<file path="config.mk">
export PLATFORM = sky130hd
export DESIGN_NAME = seg7_scan_ctrl
export DESIGN_NICKNAME = d
export VERILOG_FILES = /design/src/rtl/seg7_pkg.sv /design/src/rtl/seg7_decode.sv /design/src/rtl/seg7_scan_ctrl.sv
export SDC_FILE = /design/constraint.sdc
export NUM_CORES = 1
export LEC_CHECK = 0
export BUFFER_PORTS_ARGS = -buffer_cell sky130_fd_sc_hd__buf_2
export CORE_MARGIN = 2
export CORE_UTILIZATION = 45
export DETAILED_ROUTE_END_ITERATION = 10
export HOLD_SLACK_MARGIN = 0.1
export RECOVER_POWER = 100
export SLEW_MARGIN = 20
export SYNTH_ARGS = -nofsm -noshare
export SYNTH_HDL_FRONTEND = slang
export SYNTH_HIERARCHICAL = 1
export SYNTH_SLANG_ARGS = --single-unit
</file>
<file path="constraint.sdc">
create_clock -name clkout -period 8.7 [get_ports clkout]
set_clock_uncertainty 0.05 [all_clocks]
set_input_delay 1.305 -clock clkout [delete_from_list [all_inputs] [get_ports clkout]]
set_output_delay 1.305 -clock clkout [all_outputs]
set_load 0.02 [all_outputs]
</file>
<file path="src/rtl/seg7_pkg.sv">
// Shared constants for the seven-segment scan controller: segment table,
// CTRL field positions and the register reset values.
package seg7_pkg;

  localparam int CTRL_MODE_BIT = 0;
  localparam int CTRL_EN_LSB   = 8;
  localparam int CTRL_DP_LSB   = 16;
  localparam int MASK_W        = 8;

  localparam logic [31:0] CTRL_RST = 32'h0000_FF00;
  localparam logic [31:0] DATA_RST = 32'h0000_0000;

  localparam logic ADDR_DATA = 1'b0;
  localparam logic ADDR_CTRL = 1'b1;

  // Active-high segment patterns, bit order {g,f,e,d,c,b,a}
  localparam logic [6:0] SEG_LUT [16] = '{
    7'h3F, 7'h06, 7'h5B, 7'h4F, 7'h66, 7'h6D, 7'h7D, 7'h07,
    7'h7F, 7'h6F, 7'h77, 7'h7C, 7'h39, 7'h5E, 7'h79, 7'h71
  };

endpackage

</file>
<file path="src/rtl/seg7_decode.sv">
// Combinational nibble-to-segment decoder with blanking and decimal point;
// all outputs are active-low.
module seg7_decode
  import seg7_pkg::*;
(
  input  logic [3:0] value,
  input  logic       blank,
  input  logic       dp,
  output logic [7:0] y
);

  always_comb begin
    y = 8'hFF;
    if (!blank) begin
      y = {~dp, ~SEG_LUT[value]};
    end
  end

endmodule

</file>
<file path="src/rtl/seg7_scan_ctrl.sv">
// Multiplexed seven-segment scan controller: prescaled digit scan, shadow
// registers that reach the display only at frame boundaries, registered outputs.
module seg7_scan_ctrl
  import seg7_pkg::*;
#(
  parameter int NDIG     = 8,
  parameter int PRESCALE = 1
) (
  input  logic            clkout,
  input  logic            rst,
  input  logic            wr_en,
  input  logic            wr_addr,
  input  logic [31:0]     wr_data,
  output logic [NDIG-1:0] DIG,
  output logic [7:0]      Y
);

  localparam int              IW       = (NDIG > 1) ? $clog2(NDIG) : 1;
  localparam logic [15:0]     PS_LAST  = 16'(PRESCALE - 1);
  localparam logic [IW-1:0]   IDX_LAST = IW'(NDIG - 1);

  logic [15:0]     ps_cnt;
  logic [IW-1:0]   idx;
  logic [31:0]     sh_data;
  logic [31:0]     sh_ctrl;
  logic [31:0]     act_data;
  logic [31:0]     act_ctrl;
  logic [31:0]     sh_data_next;
  logic [31:0]     sh_ctrl_next;
  logic            tick;
  logic            wrap;
  logic [3:0]      cur_val;
  logic            cur_en;
  logic            cur_dp;
  logic [NDIG-1:0] dig_next;
  logic [7:0]      y_next;
  logic            ctrl_unused;

  assign tick = (ps_cnt == PS_LAST);
  assign wrap = tick && (idx == IDX_LAST);

  // The frame copy takes the post-write shadow so a write on the wrap edge lands at once
  assign sh_data_next = (wr_en && (wr_addr == ADDR_DATA)) ? wr_data : sh_data;
  assign sh_ctrl_next = (wr_en && (wr_addr == ADDR_CTRL)) ? wr_data : sh_ctrl;

  assign ctrl_unused = ^{act_ctrl[31:24], act_ctrl[7:1]};

  always_ff @(posedge clkout or posedge rst) begin
    if (rst) begin
      ps_cnt <= '0;
      idx    <= '0;
    end else begin
      ps_cnt <= tick ? 16'd0 : ps_cnt + 16'd1;
      if (tick) begin
        idx <= (idx == IDX_LAST) ? '0 : idx + IW'(1);
      end
    end
  end

  always_ff @(posedge clkout or posedge rst) begin
    if (rst) begin
      sh_data  <= DATA_RST;
      sh_ctrl  <= CTRL_RST;
      act_data <= DATA_RST;
      act_ctrl <= CTRL_RST;
    end else begin
      sh_data <= sh_data_next;
      sh_ctrl <= sh_ctrl_next;
      if (wrap) begin
        act_data <= sh_data_next;
        act_ctrl <= sh_ctrl_next;
      end
    end
  end

  always_comb begin
    cur_val  = 4'h0;
    cur_en   = 1'b0;
    cur_dp   = 1'b0;
    dig_next = '1;
    for (int i = 0; i < NDIG; i++) begin
      if (idx == IW'(i)) begin
        cur_val     = act_ctrl[CTRL_MODE_BIT] ? act_data[4*i +: 4] : {3'b000, act_data[i]};
        cur_en      = act_ctrl[CTRL_EN_LSB + i];
        cur_dp      = act_ctrl[CTRL_DP_LSB + i];
        dig_next[i] = 1'b0;
      end
    end
    if (!cur_en) begin
      dig_next = '1;
    end
  end

  seg7_decode u_decode (
    .value (cur_val),
    .blank (!cur_en),
    .dp    (cur_dp),
    .y     (y_next)
  );

  always_ff @(posedge clkout or posedge rst) begin
    if (rst) begin
      DIG <= '1;
      Y   <= 8'hFF;
    end else begin
      DIG <= dig_next;
      Y   <= y_next;
    end
  end

endmodule

</file>
==> out/metrics.cfg <==
[outcome]
status = finished, violations left
violations = max-capacitance violations, max-slew violations

[worst_setup_path]
cp_max_fo = 49
slowest_delay_ps = 1400
crit_path_end = act_ctrl[0]$_DFFE_PP0P_
critical_path.slowest_cell = nand2_1
r2r_cells = 3
crit_arrival_ps = 3970
cp-start-kind = register
cp_num_buf_inv = 0
r2r_setup_slack_ps = 4960
cp_top_family = simple AND/OR/NAND/NOR gates
crit_start = idx[2]$_DFFE_PP0N_
path_class = reg -> reg
worstPathCellList = ha_1 > nand2_1 > mux2_1
required_ps = 8930
r2r-end = act_ctrl[0]$_DFFE_PP0P_
crit_cells = 3
cp-end-kind = register
timing.rr.start = idx[2]$_DFFE_PP0N_

[logic_synthesis]
synth.distinct_cells = 54
synthFlopType = dfrtp_1
synth_edf_count = 0
syn-cell-area_um2 = 5970
netlist_instances = 525
syn_nets = 575
synth_warnings = 6
synth_mux_area_share_pct = 14.6
ys_ff_latch = 133
synth_top_family_by_area = multiplexers
synthAdderAreaFrac_pct = 2.93
synth_compound_area_share_pct = 6.98
synth_xor_area_share_pct = 2.05
synthSimpleGateAreaFrac_pct = 14.0
syn_area_per_cell_um2 = 11.4
async_flop_share_pct = 100
ys_seq_area_share_pct = 56.4

[placement]
io_buffers = 51
place_congestion = 0.839
hpwl_um = 8270

[global_routing]
antenna_found_initial = 0
grt_pass1_vias = 4047
grt_max_degree = 70
grt_pass1_wl_um = 21000
grt_overflow = 0
grt_util_all_layers_pct = 19.2

[clock_tree]
ctsResizeCount = 0
tritoncts = yes
cts_buffers = 17
holdBufCountCts = 0
post_cts_buffers = 0
insertion_delay_ps = 420
clk_pin_slew_ps = 60
clock_path_buffers = 2
cts_root_buf = clkbuf_16
h-tree-depth = 4
clock_sinks = 133

[min_path]
min_path_cells = 2
hp-class = reg -> reg

[floorplan]
initial_core_util_pct = 45.6
dieArea_um2 = 14200
row_count = 42
die_h_um = 119
die_w_um = 119
io_pins = 52
core_area_um2 = 13100

[timing]
setup_tns_ps = 0
worst_pin_slew_ps = 2740
finalMaxSlewViolations = 149
fin_crit_sh_pct = 43.0
rsz0062_at_grt = no
max_freq_mhz = 268
slew_headroom_pct = -83.5
finalHoldViolCount = 0
period_needed_ps = 3740
setup_viol = 0

[pwr]
power_mw = 1.61
p_leak_nw = 3.13
ir_drop_v = 0.000158
powerDensity_nw_per_um2 = 234

[layout]
nNetsFinal = 623
drive_gt1_share_pct = 26.3
area_growth_pct = 15.0
diodes = 0
n_fill_cell = 1187
layout_common_cells = nand2_1, dfrtp_1, mux2_2, buf_2, dfstp_2
final_common_cell = nand2_1

[routing]
wl_per_cell_um = 16.4
postRouteWirelength_um = 12500
drt_iter0_drc = 172
vias = 3878
ant_nets = 0
drt-pass1-iter-count = 4
route.detailed.drc = 0
via_per_inst = 5.09

[flow_run]
maxCapViolCount = 3

==> power by group <==
| part | internal [mW] | leakage [nW] | switching (mW) |
|---|---|---|---|
| combinational | 0.0718 | 1.24 | 0.0953 |
| clock | 0.443 | 0.284 | 0.263 |
| sequential | 0.701 | 1.60 | 0.0361 |
| total | 1.22 | 3.13 | 0.394 |
==> Yosys cell counts, types with 2 or more instances <==
library cell	n	area share (%)
clkbuf_1	17	1.1
nor4_2	2	0.42
xnor2_1	9	1.3
dfstp_2	32	14
nand3_1	7	0.59
mux2_2	57	11
xor2_1	5	0.73
nand2_1	124	7.8
nand4_1	3	0.31
nor3_1	4	0.34
nor2_1	19	1.2
or2_2	2	0.21
nand2b_1	7	0.73
o221ai_1	2	0.29
and2_1	4	0.42
nand3b_1	2	0.25
mux2i_1	7	1.2
dfrtp_1	101	42
ha_1	14	2.9
o21a_1	3	0.38
a21oi_1	10	0.84
inv_1	14	0.88
buf_2	4	0.34
nor2b_1	5	0.52
a31oi_1	3	0.31
a221oi_1	2	0.29
buf_6	3	0.57
a22oi_1	3	0.38
a211oi_1	6	0.75
mux2_4	10	2.5
a221o_1	2	0.34
o22ai_1	2	0.21
o21ai_0	16	1.3
a32oi_1	3	0.44
o211ai_1	2	0.25
==> area by class of cell <==
| class | instances | area (um^2) | share of cell area, % |
|---|---|---|---|
| Sequential cell | 133 | 3370 | 49.1 |
| Multi-Input combinational cell | 352 | 2370 | 34.6 |
| Clock buffer | 20 | 467 | 6.80 |
| Timing Repair Buffer | 54 | 253 | 3.68 |
| Tap cell | 176 | 220 | 3.21 |
| Clock inverter | 12 | 128 | 1.86 |
| Inverter | 15 | 57.6 | 0.838 |
==> cell families after synthesis <==
family,count (synthesis)
fa+ha+maj,14
simple gates,187
compound gates,62
xor+xnor,14
mux,75
buf+inv,40
flops,133
==> worst register-to-register path: cells and delay by family (launching register included) <==
kind / cells / cell delay, ps
AND/OR/NAND/NOR: 1 / 1400
multiplexers: 1 / 840
adder cells (fa/ha/maj): 1 / 680
flip-flops: 1 / 640
==> metrics by stage <==
stage	cells	hold slack [ps]	util [%]	area (um^2)	setup WS (ps)
after global placement	730	401	48.5	6350	5440
after detailed placement	730	404	48.5	6350	5210
final	762	420	52.5	6870	4960
after global routing	762	433	52.5	6870	4570
after CTS	762	418	53.1	6940	5210
after floorplan	525	387	-	5970	3840
==> worst min path at each step <==
stage,slack (ps),to,startpoint
2_1_floorplan,390,sh_data[0]$_DFF_PP0_,sh_data[0]$_DFF_PP0_
3_3_place_gp,400,sh_data[0]$_DFF_PP0_,sh_data[0]$_DFF_PP0_
3_5_place_dp,400,sh_data[0]$_DFF_PP0_,sh_data[0]$_DFF_PP0_
4_1_cts,420,sh_data[0]$_DFF_PP0_,sh_data[0]$_DFF_PP0_
5_1_grt,430,sh_data[21]$_DFF_PP0_,sh_data[21]$_DFF_PP0_
6_report,420,sh_data[9]$_DFF_PP0_,sh_data[9]$_DFF_PP0_
==> per-layer routing <==
metal	vias up	GRT usage (%)	part of all wire [%]
met3	15	5.08	3.3
li1	1877	-	-
met4	0	6.25	1.3
met2	72	30.4	48
met1	1914	25.9	48
met5	-	0	0
==> state kept, by name, summed over array words and instances, names as in the netlist <==
| register | flops |
|---|---|
| act_data | 32 |
| sh_data | 32 |
| act_ctrl | 17 |
| sh_ctrl | 17 |
| ps_cnt | 16 |
| DIG | 8 |
| Y | 8 |
| idx | 3 |
No activity file was read; power rests on OpenSTA's default activity.
